### src/rtl/completion_monitor_pkg.sv
// Shared definitions for the core completion monitor: per-core FSM state
// encoding and default parameter values.
// Optional feature macro: COMPLETION_MONITOR_TIMEOUT_EN (see top module).
package completion_monitor_pkg;

  typedef enum logic [1:0] {
    IDLE  = 2'd0,
    RUN   = 2'd1,
    DRAIN = 2'd2,
    DONE  = 2'd3
  } core_state_t;

  localparam int DEF_NUM_CORES        = 2;
  localparam int DEF_ADDRESS_BITS     = 32;
  localparam int DEF_DATA_WIDTH       = 32;
  localparam int DEF_DRAIN_CYCLES     = 50;
  localparam int DEF_CYCLE_COUNT_BITS = 32;
  localparam int DEF_TIMEOUT_CYCLES   = 100000;

endpackage

### src/rtl/completion_core_fsm.sv
// Per-core completion tracker: waits for the core PC to reach its end address,
// lets the pipeline drain, then latches the pass/fail verdict.
//
// state | meaning
// IDLE  | no run started since reset
// RUN   | run active, watching for PC == end_address
// DRAIN | end PC seen, counting down drain cycles
// DONE  | verdict latched, held until the next start
//
// done_nxt/pass_nxt expose the next-cycle flag values so the top can register
// its reductions in the same cycle the per-core flags change.
module completion_core_fsm
  import completion_monitor_pkg::*;
#(
  parameter int ADDRESS_BITS     = DEF_ADDRESS_BITS,
  parameter int DATA_WIDTH       = DEF_DATA_WIDTH,
  parameter int DRAIN_CYCLES     = DEF_DRAIN_CYCLES,
  parameter int CYCLE_COUNT_BITS = DEF_CYCLE_COUNT_BITS
) (
  input  logic                        clock,
  input  logic                        reset,
  input  logic                        start,
  input  logic                        abort,
  input  logic [CYCLE_COUNT_BITS-1:0] cycle_count,
  input  logic [ADDRESS_BITS-1:0]     pc,
  input  logic [ADDRESS_BITS-1:0]     end_address,
  input  logic [DATA_WIDTH-1:0]       check_value,
  input  logic [DATA_WIDTH-1:0]       expected_value,
  output logic                        done,
  output logic                        pass,
  output logic [CYCLE_COUNT_BITS-1:0] cycles,
  output logic                        done_nxt,
  output logic                        pass_nxt
);

  localparam int DRAIN_BITS = (DRAIN_CYCLES > 0) ? $clog2(DRAIN_CYCLES + 1) : 1;
  localparam logic [DRAIN_BITS-1:0] DRAIN_LOAD = DRAIN_BITS'(DRAIN_CYCLES);

  core_state_t           state;
  logic [DRAIN_BITS-1:0] drain;
  logic                  finishing;

  // Decide whether this core completes this cycle and what its flags become;
  // a timeout abort forces a fail verdict.
  always_comb begin
    finishing = 1'b0;
    case (state)
      RUN:     finishing = abort;
      DRAIN:   finishing = abort || (drain == '0);
      default: finishing = 1'b0;
    endcase
    if (start) begin
      done_nxt = 1'b0;
      pass_nxt = 1'b0;
    end else if (finishing) begin
      done_nxt = 1'b1;
      pass_nxt = !abort && (check_value == expected_value);
    end else begin
      done_nxt = done;
      pass_nxt = pass;
    end
  end

  // State, drain counter and registered per-core outputs; start beats everything.
  always_ff @(posedge clock or negedge reset) begin
    if (!reset) begin
      state  <= IDLE;
      drain  <= '0;
      cycles <= '0;
      done   <= 1'b0;
      pass   <= 1'b0;
    end else if (start) begin
      state  <= RUN;
      drain  <= '0;
      cycles <= '0;
      done   <= 1'b0;
      pass   <= 1'b0;
    end else begin
      done <= done_nxt;
      pass <= pass_nxt;
      case (state)
        RUN: begin
          if (abort) begin
            state <= DONE;
          end else if (pc == end_address) begin
            cycles <= cycle_count;
            drain  <= DRAIN_LOAD;
            state  <= DRAIN;
          end
        end
        DRAIN: begin
          if (finishing) state <= DONE;
          else           drain <= drain - 1'b1;
        end
        default: ;
      endcase
    end
  end

endmodule

### src/rtl/core_completion_monitor.sv
// Multi-core completion monitor: one completion_core_fsm per core plus a
// shared saturating cycle counter and registered summary flags.
// Optional macro COMPLETION_MONITOR_TIMEOUT_EN adds TIMEOUT_CYCLES and a
// timeout output that force-fails cores still running when the counter hits it.
module core_completion_monitor
  import completion_monitor_pkg::*;
#(
  parameter int NUM_CORES        = DEF_NUM_CORES,
  parameter int ADDRESS_BITS     = DEF_ADDRESS_BITS,
  parameter int DATA_WIDTH       = DEF_DATA_WIDTH,
  parameter int DRAIN_CYCLES     = DEF_DRAIN_CYCLES,
  parameter int CYCLE_COUNT_BITS = DEF_CYCLE_COUNT_BITS
`ifdef COMPLETION_MONITOR_TIMEOUT_EN
  ,
  parameter int TIMEOUT_CYCLES   = DEF_TIMEOUT_CYCLES
`endif
) (
  input  logic                                  clock,
  input  logic                                  reset,
  input  logic                                  start,
  input  logic [NUM_CORES*ADDRESS_BITS-1:0]     PC,
  input  logic [NUM_CORES*ADDRESS_BITS-1:0]     end_address,
  input  logic [NUM_CORES*DATA_WIDTH-1:0]       check_value,
  input  logic [NUM_CORES*DATA_WIDTH-1:0]       expected_value,
  output logic [NUM_CORES-1:0]                  core_done,
  output logic [NUM_CORES-1:0]                  core_pass,
  output logic [NUM_CORES*CYCLE_COUNT_BITS-1:0] core_cycles,
  output logic [$clog2(NUM_CORES+1)-1:0]        finish_count,
  output logic                                  all_done,
  output logic                                  all_pass
`ifdef COMPLETION_MONITOR_TIMEOUT_EN
  ,
  output logic                                  timeout
`endif
);

  localparam int FW = $clog2(NUM_CORES + 1);

  logic [CYCLE_COUNT_BITS-1:0] cycle_count;
  logic                        running;
  logic [NUM_CORES-1:0]        abort;
  logic [NUM_CORES-1:0]        done_nxt;
  logic [NUM_CORES-1:0]        pass_nxt;
  logic [FW-1:0]               done_count;

  // Global run-time counter: cleared by start, saturates instead of wrapping.
  always_ff @(posedge clock or negedge reset) begin
    if (!reset) begin
      cycle_count <= '0;
      running     <= 1'b0;
    end else if (start) begin
      cycle_count <= '0;
      running     <= 1'b1;
    end else if (running && (cycle_count != '1)) begin
      cycle_count <= cycle_count + 1'b1;
    end
  end

`ifdef COMPLETION_MONITOR_TIMEOUT_EN
  logic timeout_hit;
  assign timeout_hit = running && (cycle_count == CYCLE_COUNT_BITS'(TIMEOUT_CYCLES));
  assign abort       = {NUM_CORES{timeout_hit}};

  // Sticky timeout flag, cleared only by start or reset.
  always_ff @(posedge clock or negedge reset) begin
    if (!reset)           timeout <= 1'b0;
    else if (start)       timeout <= 1'b0;
    else if (timeout_hit) timeout <= 1'b1;
  end
`else
  assign abort = '0;
`endif

  for (genvar i = 0; i < NUM_CORES; i++) begin : g_core
    completion_core_fsm #(
      .ADDRESS_BITS     (ADDRESS_BITS),
      .DATA_WIDTH       (DATA_WIDTH),
      .DRAIN_CYCLES     (DRAIN_CYCLES),
      .CYCLE_COUNT_BITS (CYCLE_COUNT_BITS)
    ) u_fsm (
      .clock          (clock),
      .reset          (reset),
      .start          (start),
      .abort          (abort[i]),
      .cycle_count    (cycle_count),
      .pc             (PC[i*ADDRESS_BITS +: ADDRESS_BITS]),
      .end_address    (end_address[i*ADDRESS_BITS +: ADDRESS_BITS]),
      .check_value    (check_value[i*DATA_WIDTH +: DATA_WIDTH]),
      .expected_value (expected_value[i*DATA_WIDTH +: DATA_WIDTH]),
      .done           (core_done[i]),
      .pass           (core_pass[i]),
      .cycles         (core_cycles[i*CYCLE_COUNT_BITS +: CYCLE_COUNT_BITS]),
      .done_nxt       (done_nxt[i]),
      .pass_nxt       (pass_nxt[i])
    );
  end

  // Population count of the next-cycle done flags.
  always_comb begin
    done_count = '0;
    for (int i = 0; i < NUM_CORES; i++) done_count = done_count + FW'(done_nxt[i]);
  end

  // Summary flags registered from next-state values so they track core_done exactly.
  always_ff @(posedge clock or negedge reset) begin
    if (!reset) begin
      finish_count <= '0;
      all_done     <= 1'b0;
      all_pass     <= 1'b0;
    end else begin
      finish_count <= done_count;
      all_done     <= &done_nxt;
      all_pass     <= (&done_nxt) && (&pass_nxt);
    end
  end

endmodule

### config.mk
export PLATFORM = sky130hd
export DESIGN_NAME = core_completion_monitor
export DESIGN_NICKNAME = d
export VERILOG_FILES = /design/src/rtl/completion_monitor_pkg.sv /design/src/rtl/completion_core_fsm.sv /design/src/rtl/core_completion_monitor.sv
export SDC_FILE = /design/constraint.sdc
export NUM_CORES = 1
export LEC_CHECK = 0
export CORE_MARGIN = 1
export CORE_UTILIZATION = 42
export DETAILED_ROUTE_END_ITERATION = 6
export HOLD_SLACK_MARGIN = 0.15
export PLACE_DENSITY = 0.89
export SLEW_MARGIN = 5
export SYNTH_ARGS = -nofsm -noshare
export SYNTH_HDL_FRONTEND = slang
export SYNTH_SLANG_ARGS = --single-unit
export TNS_END_PERCENT = 5
### constraint.sdc
create_clock -name clock -period 2.8 [get_ports clock]
set_clock_uncertainty 0.1 [all_clocks]
set_input_delay 0.56 -clock clock [delete_from_list [all_inputs] [get_ports clock]]
set_output_delay 0.56 -clock clock [all_outputs]
set_load 0.02 [all_outputs]
==> flow_metrics.py, run 1 <==
metrics = {
    "floorplan": {
        "io-pin-count": 331,
        "start_util_pct": 43.5,
        "die_y_um": 131,
        "std_cell_rows": 46,
        "core_area_mm2": 0.0161,
        "dieWidth_um": 131,
        "die_area_mm2": 0.0172,
    },
    "grt": {
        "grt_pass1_vias": 6799,
        "grt_usage_pct": 28.1,
        "grt_first_pass_wirelength_mm": 35.7,
        "antenna_found_initial": 0,
        "gr-total-overflow": 0,
        "grt_max_degree": 97,
    },
    "final_layout": {
        "final_cell_count_no_fill": 1257,
        "synthToLayoutAreaGrowth_pct": 60.4,
        "layout.nets": 1293,
        "post_route_cells_drive_above_1_share_pct": 5.67,
        "design_area_mm2": 0.0112,
        "postLayoutCoreUtil_pct": 69.9,
        "fill_cells": 1182,
        "antennaDiodeCount": 0,
    },
    "worst_setup_path": {
        "arrival_ns": 2.71,
        "cp_max_fo": 7,
        "reg2regPathDepth": 6,
        "r2r_end": "cycle_count[29]",
        "r2r_setup_slack_ns": 0.25,
        "end_kind": "flop",
        "timing.setup.critical_path_class": "flop to flop",
        "cp_data_required_time_ns": 2.95,
        "reg2reg_from": "cycle_count[12]",
        "crit_path_start_kind": "flop",
    },
    "synth": {
        "synth_edf_count": 0,
        "synth_nets": 964,
        "ys_warn_count": 0,
        "avgSynthCellArea_um2": 10.0,
        "syn_area_mm2": 0.00699,
        "ys_seq_area_share_pct": 42.9,
        "ys_seq_elements": 120,
        "synth_commonest_cells": "dfrtp_1, xor2_1, nor2_1",
        "synth_top_area_cell": "dfrtp_1",
        "synth_most_common_cell": "dfrtp_1",
        "synth_cells": 699,
        "synth.area.top_cells": "dfrtp_1, xor2_1, mux2i_1",
        "async_flop_share_pct": 100,
        "yosysTopAreaCellShare_pct": 42.9,
        "synthFlopType": "dfrtp_1",
        "synth_cell_type_count": 59,
    },
    "power_and_ir_drop": {
        "pwr_density_cell_mw_per_mm2": 461,
        "peakVddDrop_uv": 495,
        "p_leak_uw": 0.00506,
    },
    "timing": {
        "timing.final.crit_share_pct": 91.2,
        "fin_hold_ws_ns": 0.395,
        "setup_viol": 0,
        "fin_crit_ns": 2.55,
        "setup_tns_ns": 0,
        "fmax_mhz": 392,
        "rsz0062_at_grt": "no",
        "slew_viol_final": 0,
        "max_slew_margin_pct": 36.3,
        "finalHoldViolations": 0,
        "tightest_slew_ns": 0.956,
    },
    "routing": {
        "wl_per_cell_um": 18.6,
        "drcViolationCount": 0,
        "vias": 6543,
        "antenna_left": 0,
        "wl_mm": 23.4,
        "drtIter0Drc": 463,
        "via_per_inst": 5.21,
        "first_pass_iters": 5,
    },
    "clocking": {
        "clk_pin_slew_ns": 0.06,
        "cts_buffer_depth": 2,
        "cts.sinks": 120,
        "cts_buffers": 17,
        "cts_root_buf": "clkbuf_16",
        "htreeDepth": 4,
        "cts_tree": "done",
        "clkLatencyLatePin_ns": 0.41,
        "post-cts-setup-buffers": 0,
    },
    "min_path": {
        "min_path_type": "input pin to flop",
        "min_to": "g_core[1].u_fsm.done",
        "min_path_cells": 2,
        "min_from": "start",
    },
    "place": {
        "gp_congestion": 0.961,
        "placed_cell_area_mm2": 0.0105,
        "port-buffer-count": 330,
        "hpwlAfterDp_mm": 17.9,
        "placedCellCount": 1224,
    },
    "run": {
        "drv_cap": 0,
    },
    "run_status": {
        "status": "complete, no violations",
    },
}
## how the worst max path moves through the flow
stage / startpoint / to / slack, ns / depth (start not counted)
3_5_place_dp: end_address[29] / g_core[0].u_fsm.cycles[21] / -0.09 / 8
2_1_floorplan: end_address[29] / g_core[0].u_fsm.cycles[29] / 0.62 / 7
3_3_place_gp: end_address[29] / g_core[0].u_fsm.cycles[31] / -0.001 / 8
6_report: cycle_count[12] / cycle_count[29] / 0.25 / 6
4_1_cts: cycle_count[0] / cycle_count[26] / 0.17 / 7
5_1_grt: cycle_count[0] / cycle_count[26] / 0.007 / 7
## flip-flops by register name, indices dropped and copies added (netlist names)
register and count:
all_done 1, all_pass 1, cycle_count 32, finish_count 1, g_core.u_fsm.cycles 64, g_core.u_fsm.done 2, g_core.u_fsm.drain 12, g_core.u_fsm.pass 2
g_core.u_fsm.state 4, running 1
## area by class of cell
type | count | area (µm²) | share of cell area [%]
repair buffers | 341 | 3420 | 30.5
clock inverters | 13 | 249 | 2.22
flip-flops and latches | 120 | 3000 | 26.8
inverters | 15 | 56.3 | 0.502
well taps | 216 | 270 | 2.41
clock buffers | 19 | 443 | 3.95
multi-input cells | 533 | 3770 | 33.7
## metrics by stage
stage | setup slack, ns | power (µW)
floorplan | 0.619 | 2110
global placement | -0.00129 | 2610
detailed placement | -0.0864 | 2630
CTS | 0.167 | 5200
global route | 0.00685 | 5350
finish | 0.246 | 5170
## cells by family after synthesis
kind of cell	count (synthesis)	share of synthesized area, %
fa+ha+maj	6	1.07
mux	64	9.16
buf+inv	46	3.20
compound gates	61	5.85
flops	120	42.9
xor+xnor	154	19.3
simple gates	248	18.5
## per-layer routing
metal | track usage (%) | part of all wire [%] | vias to the layer above
li1 | - | - | 3088
met1 | 34.5 | 41 | 3128
met4 | 7.91 | 1.6 | 0
met5 | 0 | 0 | -
met2 | 49.1 | 50 | 301
met3 | 6.76 | 7.4 | 26
## cell usage in the layout, fill, tap and decap left out, drive strengths merged, types with 12 or more instances in the layout
| cell | instances |
|---|---|
| dfrtp | 120 |
| xnor2 | 45 |
| nor2 | 105 |
| nand3 | 15 |
| buf | 12 |
| mux2i | 64 |
| nand4 | 24 |
| nand2 | 26 |
| xor2 | 109 |
| a21oi | 18 |
| clkbuf | 19 |
| inv | 15 |
| nor4 | 31 |
| clkdlybuf4s50 | 328 |
| nor3 | 16 |
## critical path, stage by stage, from the launching register on
cell,delay (ns)
dfrtp_1,0.51
nand4_1,0.22
or4_4,0.58
a311oi_4,0.48
nand4_1,0.20
xor2_1,0.24
nor2_1,0.07
## where the power goes
part	leakage (µW)	internal [µW]	total [µW]	switching, µW
Clock	0.000333	1780	2560	781
Sequential	0.00165	1770	1800	37.4
Combinational	0.00308	483	805	322
## timing repair
action                                  4_1_cts  5_1_grt
hold buffers                                  1        0
resized for setup                             0        1
hold endpoints to repair                     49        0
endpoints found under the setup margin        0        3
Note: power is estimated with default switching activity, not from simulation.
==> run 2, diff against run 1 <==
PLACE_DENSITY = 0.83   (was 0.89)
==> flow_metrics.py, run 2 (same netlist as run 1, synthesis figures left out) <==
metrics = {
    "run_status": {
        "status": "complete, no violations",
    },
    "worst_setup_path": {
        "cp_slowest_cell": "clkdlybuf4s50_1",
        "r2r_setup_slack_ns": 0.37,
        "cpPeakStageDelay_ns": 0.49,
        "timing.setup.critical_path_class": "input pin to flop",
        "path_depth": 8,
        "cp_max_fo": 32,
        "path_delay_family": "simple AND/OR/NAND/NOR gates",
        "critPathBufInv": 2,
        "reg2reg_from": "cycle_count[12]",
        "cp-startpoint": "end_address[52]",
        "cp_data_required_time_ns": 2.98,
        "end_kind": "flop",
        "crit_path_start_kind": "input pin",
        "arrival_ns": 2.64,
        "r2r_end": "cycle_count[31]",
        "crit_chain": "clkdlybuf4s50_1 > xor2_1 > nor4_1 > and4_1 > nand3_2 > buf_12 > mux2i_1 > nor2_1",
        "reg2regPathDepth": 6,
    },
    "place": {
        "gp_congestion": 0.890,
        "port-buffer-count": 330,
        "placedCellCount": 1231,
        "hpwlAfterDp_mm": 17.6,
    },
    "grt": {
        "grt_max_degree": 56,
        "grt_usage_pct": 26.6,
        "antenna_found_initial": 0,
        "grt_pass1_vias": 6491,
        "gr-total-overflow": 0,
        "grt_first_pass_wirelength_mm": 34.1,
    },
    "clocking": {
        "cts.sinks": 120,
        "post-cts-setup-buffers": 0,
        "clkLatencyLatePin_ns": 0.41,
        "htreeDepth": 4,
        "clk_pin_slew_ns": 0.06,
        "cts_tree": "done",
        "cts_buffer_depth": 2,
        "cts_root_buf": "clkbuf_16",
        "cts_buffers": 17,
        "cts_resized": 0,
    },
    "final_layout": {
        "final_cell_count_no_fill": 1264,
        "multi_input_area_mm2": 0.00377,
        "layout.nets": 1300,
        "fill_cells": 1217,
        "top_regs": "g_core.u_fsm.cycles x64, cycle_count x32, g_core.u_fsm.drain x12",
        "post_route_cells_drive_above_1_share_pct": 5.92,
        "final_cell_mix": "clkdlybuf4s50_1, dfrtp_1, xor2_1, nor2_1, mux2i_1",
        "largest_reg_flops": 64,
        "top_register": "g_core.u_fsm.cycles",
        "final_common_cell": "clkdlybuf4s50_1",
        "regArea_mm2": 0.00300,
        "synthToLayoutAreaGrowth_pct": 59.1,
    },
    "routing": {
        "via_per_inst": 5.04,
        "drcViolationCount": 0,
        "antenna_left": 0,
        "drtIter0Drc": 409,
        "first_pass_iters": 5,
        "vias": 6370,
        "wl_mm": 22.4,
        "wl_per_cell_um": 17.7,
    },
    "timing": {
        "slew_viol_final": 0,
        "timing.final.crit_share_pct": 88.0,
        "fin_crit_ns": 2.47,
        "finalHoldViolations": 0,
        "tightest_slew_ns": 0.763,
        "setup_viol": 0,
        "setup_tns_ns": 0,
        "max_slew_margin_pct": 48.8,
        "fmax_mhz": 406,
        "rsz0062_at_grt": "no",
    },
    "floorplan": {
        "start_util_pct": 43.5,
        "core_area_mm2": 0.0161,
        "std_cell_rows": 46,
        "die_area_mm2": 0.0172,
        "dieWidth_um": 131,
        "io-pin-count": 331,
        "die_y_um": 131,
    },
    "min_path": {
        "min_to": "g_core[0].u_fsm.cycles[11]",
        "min_path_cells": 2,
        "min_from": "start",
        "min_path_type": "input pin to flop",
    },
    "run": {
        "drv_cap": 0,
    },
    "power_and_ir_drop": {
        "peakVddDrop_uv": 443,
        "p_leak_uw": 0.00503,
        "pwr_density_cell_mw_per_mm2": 416,
        "total_power_uw": 4630,
    },
}
[run 2: cell types whose count changed in the layout (fill, tap and decap cells not counted)]
| cell | before | now |
|---|---|---|
| a21oi_1 | 17 | 18 |
| a21oi_2 | 1 | 0 |
| buf_4 | 9 | 16 |
| bufinv_16 | 7 | 1 |
| clkbuf_1 | 1 | 3 |
| clkbuf_8 | 1 | 3 |
| clkinv_2 | 3 | 4 |
| clkinv_4 | 1 | 0 |
| clkinvlp_4 | 2 | 3 |
| diode_2 | 0 | 1 |
[run 2: worst max path at each step]
stage	slack [ns]	to
2_1_floorplan	0.62	g_core[0].u_fsm.cycles[29]
3_3_place_gp	-0.005	g_core[1].u_fsm.cycles[5]
3_5_place_dp	-0.02	g_core[1].u_fsm.cycles[5]
4_1_cts	0.38	g_core[1].u_fsm.cycles[13]
5_1_grt	0.26	cycle_count[31]
6_report	0.33	g_core[1].u_fsm.cycles[26]
[run 2: worst register-to-register path, stage by stage, from the launching register on]
cell,delay [ns]
dfrtp_1,0.49
nand4_1,0.23
or4_4,0.59
a311oi_4,0.48
nand4_1,0.18
xor2_1,0.17
nor2_1,0.06
[run 2: repair_timing]
| item | in CTS | in global routing |
|---|---|---|
| hold buffers | 1 | 0 |
| setup endpoints to repair | 0 | 0 |
| endpoints found under the hold margin | 42 | 0 |
[run 2: per-layer routing]
layer  global-route usage, %  wire, µm  part of all wire, %  up-vias
met2                    46.0     11000                   49      251
li1                        -         -                    -     3105
met3                    7.25      1640                  7.3       26
met4                    7.51       334                  1.5        0
met5                       0         0                    0        -
met1                    32.6      9390                   42     2988
[run 2: metrics by stage]
stage / worst slack, ns / cell area [µm²] / hold slack, ns / util [%]
2_1_floorplan: 0.619 / 6990 / 0.164 / -
3_3_place_gp: -0.00484 / 10600 / 0.403 / 65.8
3_5_place_dp: -0.0225 / 10600 / 0.417 / 65.8
4_1_cts: 0.382 / 11100 / 0.398 / 69.3
5_1_grt: 0.264 / 11100 / 0.408 / 69.3
6_report: 0.335 / 11100 / 0.421 / 69.3
[run 2: cell type report]
class | instances | area share [%]
Clock buffer | 23 | 4.30
Clock inverter | 8 | 0.652
Antenna cell | 1 | 0.0225
Multi-Input combinational cell | 533 | 33.9
Sequential cell | 120 | 27.0
Tap cell | 216 | 2.43
Inverter | 15 | 0.506
Timing Repair Buffer | 348 | 31.2
[run 2: report_power, final]
group	internal, µW	switching, µW
Combinational	484	312
Clock	1280	744
Sequential	1770	40.9
Total	3530	1100
==> run 3, diff against run 2 <==
clock period = 2.6 ns   (was 2.8 ns; I/O delays follow)
==> flow_metrics.py, run 3 (same netlist as run 1, synthesis figures left out) <==
metrics = {
    "place": {
        "pre_cts_ws_ns": -0.312,
        "placedCellCount": 1244,
        "port-buffer-count": 330,
        "gp_congestion": 0.886,
        "hpwlAfterDp_mm": 18.0,
        "placed_cell_area_mm2": 0.0107,
    },
    "final_layout": {
        "largest_reg_flops": 64,
        "post_route_cells_drive_above_1_share_pct": 7.45,
        "synthToLayoutAreaGrowth_pct": 62.1,
        "top_regs": "g_core.u_fsm.cycles x64, cycle_count x32, g_core.u_fsm.drain x12",
        "layout.nets": 1313,
        "antennaDiodeCount": 0,
        "design_area_mm2": 0.0113,
        "final_common_cell": "clkdlybuf4s50_1",
        "final_cell_count_no_fill": 1277,
        "top_register": "g_core.u_fsm.cycles",
        "final_cell_mix": "clkdlybuf4s50_1, dfrtp_1, xor2_1, nor2_1, mux2i_1",
    },
    "worst_setup_path": {
        "cp_data_required_time_ns": 2.76,
        "reg2regPathDepth": 6,
        "arrival_ns": 2.63,
        "path_common_cell": "nand4_1",
        "r2r_end": "cycle_count[31]",
        "crit_chain": "nand4_1 > or4_4 > a311oi_4 > nand4_1 > xor2_1 > nor2_1",
        "crit_path_start_kind": "flop",
        "cp-startpoint": "cycle_count[15]",
        "reg2reg_from": "cycle_count[15]",
        "cp_max_fo": 7,
        "end_kind": "flop",
        "cp_slowest_cell": "or4_4",
        "r2r_setup_slack_ns": 0.14,
        "cpPeakStageDelay_ns": 0.60,
        "timing.setup.critical_path_class": "flop to flop",
    },
    "timing": {
        "max_slew_margin_pct": 49.2,
        "fmax_mhz": 406,
        "slew_viol_final": 0,
        "finalHoldViolations": 0,
        "fin_ws_ns": 0.137,
        "fin_crit_ns": 2.46,
        "rsz0062_at_grt": "no",
        "timing.final.crit_share_pct": 94.7,
        "setup_viol": 0,
        "setup_tns_ns": 0,
        "tightest_slew_ns": 0.761,
    },
    "clocking": {
        "cts_buffers": 17,
        "htreeDepth": 4,
        "post-cts-setup-buffers": 0,
        "cts_root_buf": "clkbuf_16",
        "cts.sinks": 120,
        "cts_buffer_depth": 2,
        "clkLatencyLatePin_ns": 0.41,
        "clk_pin_slew_ns": 0.05,
        "cts_tree": "done",
    },
    "grt": {
        "grt_max_degree": 76,
        "grt_usage_pct": 27.4,
        "grt_pass1_vias": 6643,
        "antenna_found_initial": 0,
        "gr-total-overflow": 0,
        "grt_first_pass_wirelength_mm": 35.0,
    },
    "floorplan": {
        "std_cell_rows": 46,
        "core_area_mm2": 0.0161,
        "start_util_pct": 43.5,
        "die_y_um": 131,
        "die_area_mm2": 0.0172,
        "dieWidth_um": 131,
        "io-pin-count": 331,
    },
    "power_and_ir_drop": {
        "pwr_density_cell_mw_per_mm2": 477,
        "p_leak_uw": 0.00514,
        "peakVddDrop_uv": 657,
        "total_power_uw": 5400,
    },
    "routing": {
        "via_per_inst": 5.08,
        "drcViolationCount": 0,
        "first_pass_iters": 5,
        "vias": 6483,
        "drtIter0Drc": 456,
        "wl_per_cell_um": 17.8,
        "wl_mm": 22.7,
        "antenna_left": 0,
    },
    "min_path": {
        "min_from": "start",
        "min_to": "g_core[1].u_fsm.state[1]",
        "min_path_cells": 2,
        "min_path_type": "input pin to flop",
    },
    "run_status": {
        "status": "complete, no violations",
    },
    "run": {
        "drv_cap": 0,
    },
}
-- run 3: final cells by class --
type / instances / area, µm²
clock buffers: 20 / 457
clock inverters: 12 / 198
fillers: 1215 / 4730
inverters: 15 / 56.3
multi-input cells: 533 / 3780
flip-flops and latches: 120 / 3000
well taps: 216 / 270
repair buffers: 361 / 3570
-- run 3: critical path, delay by kind of cell, from the launching register on --
| family | cells | cell delay [ns] |
|---|---|---|
| AOI/OAI and AO/OA | 1 | 0.47 |
| DFF | 1 | 0.43 |
| and+or+nand+nor | 4 | 1.11 |
| xor gates and xnor gates | 1 | 0.22 |
-- run 3: power breakdown --
group	leakage, µW	switching, µW	total (µW)	internal (µW)
Sequential	0.00165	40.6	1940	1900
Combinational	0.00318	343	872	528
Clock	0.000316	839	2590	1750
Total	0.00514	1220	5400	4180
-- run 3: routing by layer --
| metal | track usage (%) | part of all wire, % |
|---|---|---|
| met1 | 34.2 | 42 |
| met2 | 46.9 | 49 |
| met3 | 6.64 | 7.4 |
| met4 | 8.05 | 1.9 |
| met5 | 0 | 0 |
-- run 3: stage by stage --
step	utilization (%)	hold WS, ns
2_1_floorplan	-	0.124
6_report	70.6	0.322
3_5_place_dp	66.4	0.307
4_1_cts	70.5	0.299
5_1_grt	70.6	0.335
3_3_place_gp	66.4	0.305
-- run 3: how the worst max path moves through the flow --
| stage | slack, ns | end |
|---|---|---|
| 2_1_floorplan | 0.46 | g_core[0].u_fsm.cycles[29] |
| 4_1_cts | 0.11 | g_core[0].u_fsm.cycles[13] |
| 3_3_place_gp | -0.31 | g_core[0].u_fsm.cycles[21] |
| 6_report | 0.14 | cycle_count[31] |
| 3_5_place_dp | -0.31 | g_core[0].u_fsm.cycles[21] |
| 5_1_grt | 0.03 | cycle_count[31] |
-- run 3: what timing repair did --
item,4_1_cts,5_1_grt
resized for setup,0,1
hold buffers,1,0
endpoints found under the hold margin,16,0
setup endpoints to repair,0,23
